$ cat config.mk
export PLATFORM = sky130hd
export DESIGN_NAME = pulse_interval_meter
export DESIGN_NICKNAME = d
export VERILOG_FILES = /design/src/rtl/pulse_interval_meter.sv
export SDC_FILE = /design/constraint.sdc
export NUM_CORES = 1
export LEC_CHECK = 0
export BUFFER_PORTS_ARGS = -buffer_cell sky130_fd_sc_hd__buf_4
export CORE_AREA = 2 2 79 73
export CTS_BUF_LIST = sky130_fd_sc_hd__clkbuf_4 sky130_fd_sc_hd__clkbuf_8
export DETAILED_ROUTE_END_ITERATION = 8
export DIE_AREA = 0 0 81 75
export PLACE_DENSITY = 0.59
export SYNTH_ARGS = -nofsm -noshare
export SYNTH_HDL_FRONTEND = slang
export SYNTH_SLANG_ARGS = --single-unit
$ cat constraint.sdc
create_clock -name clk -period 3.9 [get_ports clk]
set_input_delay 0.39 -clock clk [delete_from_list [all_inputs] [get_ports clk]]
set_output_delay 0.39 -clock clk [all_outputs]
set_load 0.05 [all_outputs]
$ cat src/rtl/pulse_interval_meter.sv
// Start-to-stop interval meter counting clk ticks, with retrigger, timeout and clear.
// Optional running min/max of captured intervals when PULSE_METER_MINMAX_EN is defined.
module pulse_interval_meter #(
    parameter int W       = 16,
    parameter int TIMEOUT = 25000
) (
    input  logic         clk,
    input  logic         reset,
    input  logic         start,
    input  logic         stop,
    input  logic         clr,
    output logic         busy,
    output logic         done,
    output logic         valid,
    output logic [W-1:0] interval,
    output logic         timeout
`ifdef PULSE_METER_MINMAX_EN
    ,
    output logic [W-1:0] min_iv,
    output logic [W-1:0] max_iv
`endif
);

    typedef enum logic {IDLE = 1'b0, RUN = 1'b1} state_t;

    state_t         state_q, state_d;
    logic [W-1:0]   cnt_q, cnt_d;
    logic [W-1:0]   interval_q, interval_d;
    logic           valid_q, valid_d;
    logic           done_q, done_d;
    logic           timeout_q, timeout_d;
    logic           capture_s;
    logic           expire_s;

    // State and datapath registers
    always_ff @(posedge clk) begin
        if (reset) begin
            state_q    <= IDLE;
            cnt_q      <= {W{1'b0}};
            interval_q <= {W{1'b0}};
            valid_q    <= 1'b0;
            done_q     <= 1'b0;
            timeout_q  <= 1'b0;
        end else begin
            state_q    <= state_d;
            cnt_q      <= cnt_d;
            interval_q <= interval_d;
            valid_q    <= valid_d;
            done_q     <= done_d;
            timeout_q  <= timeout_d;
        end
    end

    // Next state and counter; a simultaneous start/stop in RUN captures then restarts
    always_comb begin
        state_d   = state_q;
        cnt_d     = cnt_q;
        capture_s = 1'b0;
        expire_s  = 1'b0;
        case (state_q)
            IDLE: begin
                if (start) begin
                    state_d = RUN;
                    cnt_d   = {{(W-1){1'b0}}, 1'b1};
                end else begin
                    cnt_d = cnt_q;
                end
            end
            RUN: begin
                if (stop) begin
                    capture_s = 1'b1;
                    if (start) begin
                        cnt_d = {{(W-1){1'b0}}, 1'b1};
                    end else begin
                        state_d = IDLE;
                    end
                end else if (start) begin
                    cnt_d = {{(W-1){1'b0}}, 1'b1};
                end else if (cnt_q == W'(TIMEOUT)) begin
                    expire_s = 1'b1;
                    state_d  = IDLE;
                end else begin
                    cnt_d = cnt_q + {{(W-1){1'b0}}, 1'b1};
                end
            end
            default: begin
                state_d = IDLE;
                cnt_d   = {W{1'b0}};
            end
        endcase
    end

    // Result registers; a capture takes priority over clr
    always_comb begin
        done_d     = capture_s;
        timeout_d  = expire_s;
        interval_d = interval_q;
        valid_d    = valid_q;
        if (capture_s) begin
            interval_d = cnt_q;
            valid_d    = 1'b1;
        end else if (clr) begin
            interval_d = {W{1'b0}};
            valid_d    = 1'b0;
        end else begin
            interval_d = interval_q;
            valid_d    = valid_q;
        end
    end

    // Outputs straight from registers
    always_comb begin
        busy     = (state_q == RUN);
        done     = done_q;
        valid    = valid_q;
        interval = interval_q;
        timeout  = timeout_q;
    end

`ifdef PULSE_METER_MINMAX_EN
    logic [W-1:0] min_q, min_d;
    logic [W-1:0] max_q, max_d;

    // Running extremes; a capture coinciding with clr seeds both with the new value
    always_comb begin
        min_d = min_q;
        max_d = max_q;
        if (capture_s) begin
            if (clr) begin
                min_d = cnt_q;
                max_d = cnt_q;
            end else begin
                min_d = (cnt_q < min_q) ? cnt_q : min_q;
                max_d = (cnt_q > max_q) ? cnt_q : max_q;
            end
        end else if (clr) begin
            min_d = {W{1'b1}};
            max_d = {W{1'b0}};
        end else begin
            min_d = min_q;
            max_d = max_q;
        end
    end

    // Extreme registers
    always_ff @(posedge clk) begin
        if (reset) begin
            min_q <= {W{1'b1}};
            max_q <= {W{1'b0}};
        end else begin
            min_q <= min_d;
            max_q <= max_d;
        end
    end

    assign min_iv = min_q;
    assign max_iv = max_q;
`endif

endmodule

==> flow_summary.toml <==
[detailed_routing]
drtIter0Drc = 71
firstDrtPassIters = 4
num_vias = 1193
drc_errors = 0
finalWirelength_um = 3230
viasPerCell = 4.91
drt-wirelength-per-cell_um = 13.3
ant_nets = 0

[synthesis]
synthArstFlopShare = 0
synth-edff-count = 0
synth_cell_types = 44
yosysSeqAreaShare = 0.468
synthCells = 152
synth_area_per_cell_um2 = 10.1
syn-cell-area_um2 = 1540
synth_nets = 159
ys.flop_type = "dfxtp_1"
synth.ff_latch_count = 36
yosysWarnings = 0

[sta]
rsz0062_at_grt = "no"
setup_violations = 0
period_needed_ns = 1.68
fin_worst_skew_ns = 0.00591
finalMaxSlewViolations = 0
worst_pin_slew_ns = 0.764
hold_viol_final = 0
relSlewSlack = 0.490
fmax_ghz = 0.595
setup_tns_ns = 0
fin_crit_sh = 0.431
worst_slack_ns = 2.22

[layout]
syn_to_final_growth_pct = 22.1
drive_gt1_frac = 0.284
nets = 182
fill_cells = 552
antenna_cells = 0

[clock_network]
cts_hold_buf = 0
post_cts_buffers = 0
clkSinkCount = 36
cts.clk_slew.worst_paths_ns = 0.07
htreeDepth = 2
clock_path_buffers = 2
cts_tree = "built"
clock_latency_ns = 0.29
cts_inserted_buffers = 5
cts_resized = 0
cts-root-buf = "clkbuf_8"

[setup_path]
cp.arrival_ns = 1.87
cp_max_fo = 7
critPathCaptureType = "flop"
startpoint_type = "flop"
required_ns = 4.09
crit_type = "flop to flop"

[power_and_ir_drop]
leakage_nw = 0.735
irDropWorstVdd_mv = 0.173
power_density_nw_per_um2 = 407

[grt]
grt_max_degree = 19
first_global_vias = 1150
grt_pass1_wl_um = 5460
track_usage = 0.121
antenna_found_initial = 0
grt-ovfl-total = 0

[floorplan]
start_util = 0.296
ios = 25
die_area_um2 = 6080
rows = 25
design.core.area_um2 = 5190
die_x_um = 81
die_h_um = 75

[placed_design]
dp_worst_setup_slack_ns = 2.23
port_buffers = 24
gp_congestion = 0.827
post-dp-hpwl_um = 2170

[flow_run]
cap_violations = 0

[run_status]
status = "finished clean"

[min_path]
holdCritPathClass = "primary input to flop"
## routing by layer
| metal | routed length, um | up-vias | global-route usage |
|---|---|---|---|
| met5 | 0 | - | 0 |
| met4 | 34 | 0 | 0.0640 |
| met3 | 153 | 4 | 0.0396 |
| met2 | 1310 | 32 | 0.176 |
| met1 | 1730 | 559 | 0.159 |
| li1 | - | 598 | - |
## area by class of cell
cell class,instances,area (um^2),share of cell area
Inverter,5,18.8,0.00999
Sequential cell,36,721,0.383
Tap cell,67,83.8,0.0446
Clock buffer,7,96.3,0.0513
Multi-Input combinational cell,103,749,0.399
Clock inverter,1,30.0,0.0160
Timing Repair Buffer,24,180,0.0959
## cells in the mapped netlist, types with 2 or more instances
library cell	instances	share of area
dfxtp_1	36	0.47
a22o_1	15	0.085
nor2_1	13	0.032
a21oi_1	8	0.026
nand2_1	8	0.020
xnor2_1	6	0.034
inv_1	5	0.012
nor3_1	5	0.016
nand4_1	4	0.016
a31o_2	3	0.017
nand3_1	3	0.0098
nor4_2	3	0.024
o21ai_0	3	0.0098
and4b_1	2	0.013
buf_2	2	0.0065
buf_6	2	0.015
clkbuf_1	2	0.0049
clkbuf_2	2	0.0065
ha_1	2	0.016
nor2_2	2	0.0081
or3_1	2	0.0081
xor2_1	2	0.011
## registers in the layout (all words and copies together) (netlist names)
| name | flops |
|---|---|
| valid | 1 |
| busy | 1 |
| interval | 16 |
| timeout | 1 |
| done | 1 |
| cnt_q | 16 |
## metrics by stage
stage	hold slack, ns	cell area, um^2	total power [mW]	std cells	utilization
4_1_cts	0.293	1880	0.773	243	0.362
3_5_place_dp	0.443	1750	0.413	235	0.338
2_1_floorplan	0.462	1540	0.402	152	-
5_1_grt	0.299	1880	0.789	243	0.362
3_3_place_gp	0.437	1750	0.413	235	0.338
6_report	0.300	1880	0.765	243	0.362
## report_power, final
group          switching (mW)  total (mW)  internal, mW
registers             0.00313       0.373         0.370
logic                  0.0206      0.0306        0.0100
clock network           0.136       0.361         0.226
total                   0.160       0.765         0.606
## placed cells by master, fill, tap and decap left out, drive strengths merged, types with 2 or more instances in the layout
| master | n |
|---|---|
| a21oi | 8 |
| and4b | 2 |
| o21ai | 3 |
| nand3 | 3 |
| a22o | 16 |
| nor3 | 7 |
| and4 | 2 |
| nor4b | 2 |
| dfxtp | 36 |
| ha | 2 |
| nand2 | 9 |
| nand4 | 5 |
| or3 | 2 |
| clkbuf | 7 |
| buf | 24 |
| a31o | 3 |
| nor4 | 3 |
| xor2 | 2 |
| inv | 5 |
| xnor2 | 6 |
| nor2 | 15 |
## kinds of logic after synthesis
kind of cell	after synthesis	share of synthesized area
compound gates	34	0.166
xor+xnor	8	0.0455
fa+ha+maj	2	0.0163
buf+inv	13	0.0447
flops	36	0.468
simple gates	59	0.259
## final timing paths
| check | from | to | slack [ns] | cells past startpoint |
|---|---|---|---|---|
| worst min-delay path | reset | busy | 0.30 | 2 |
| worst max register to register | cnt_q[0] | cnt_q[12] | 2.22 | 5 |
| worst min register to register | valid | valid | 0.46 | 1 |
| worst max-delay path | cnt_q[0] | cnt_q[12] | 2.22 | 5 |
## critical path, cell delays in order (launching register included)
cell and delay, ns:
dfxtp_1 0.43, ha_1 0.18, nand3b_1 0.30, nor3_4 0.36
a21oi_1 0.10, a31o_2 0.22
Power figures use the tool's default switching activity.
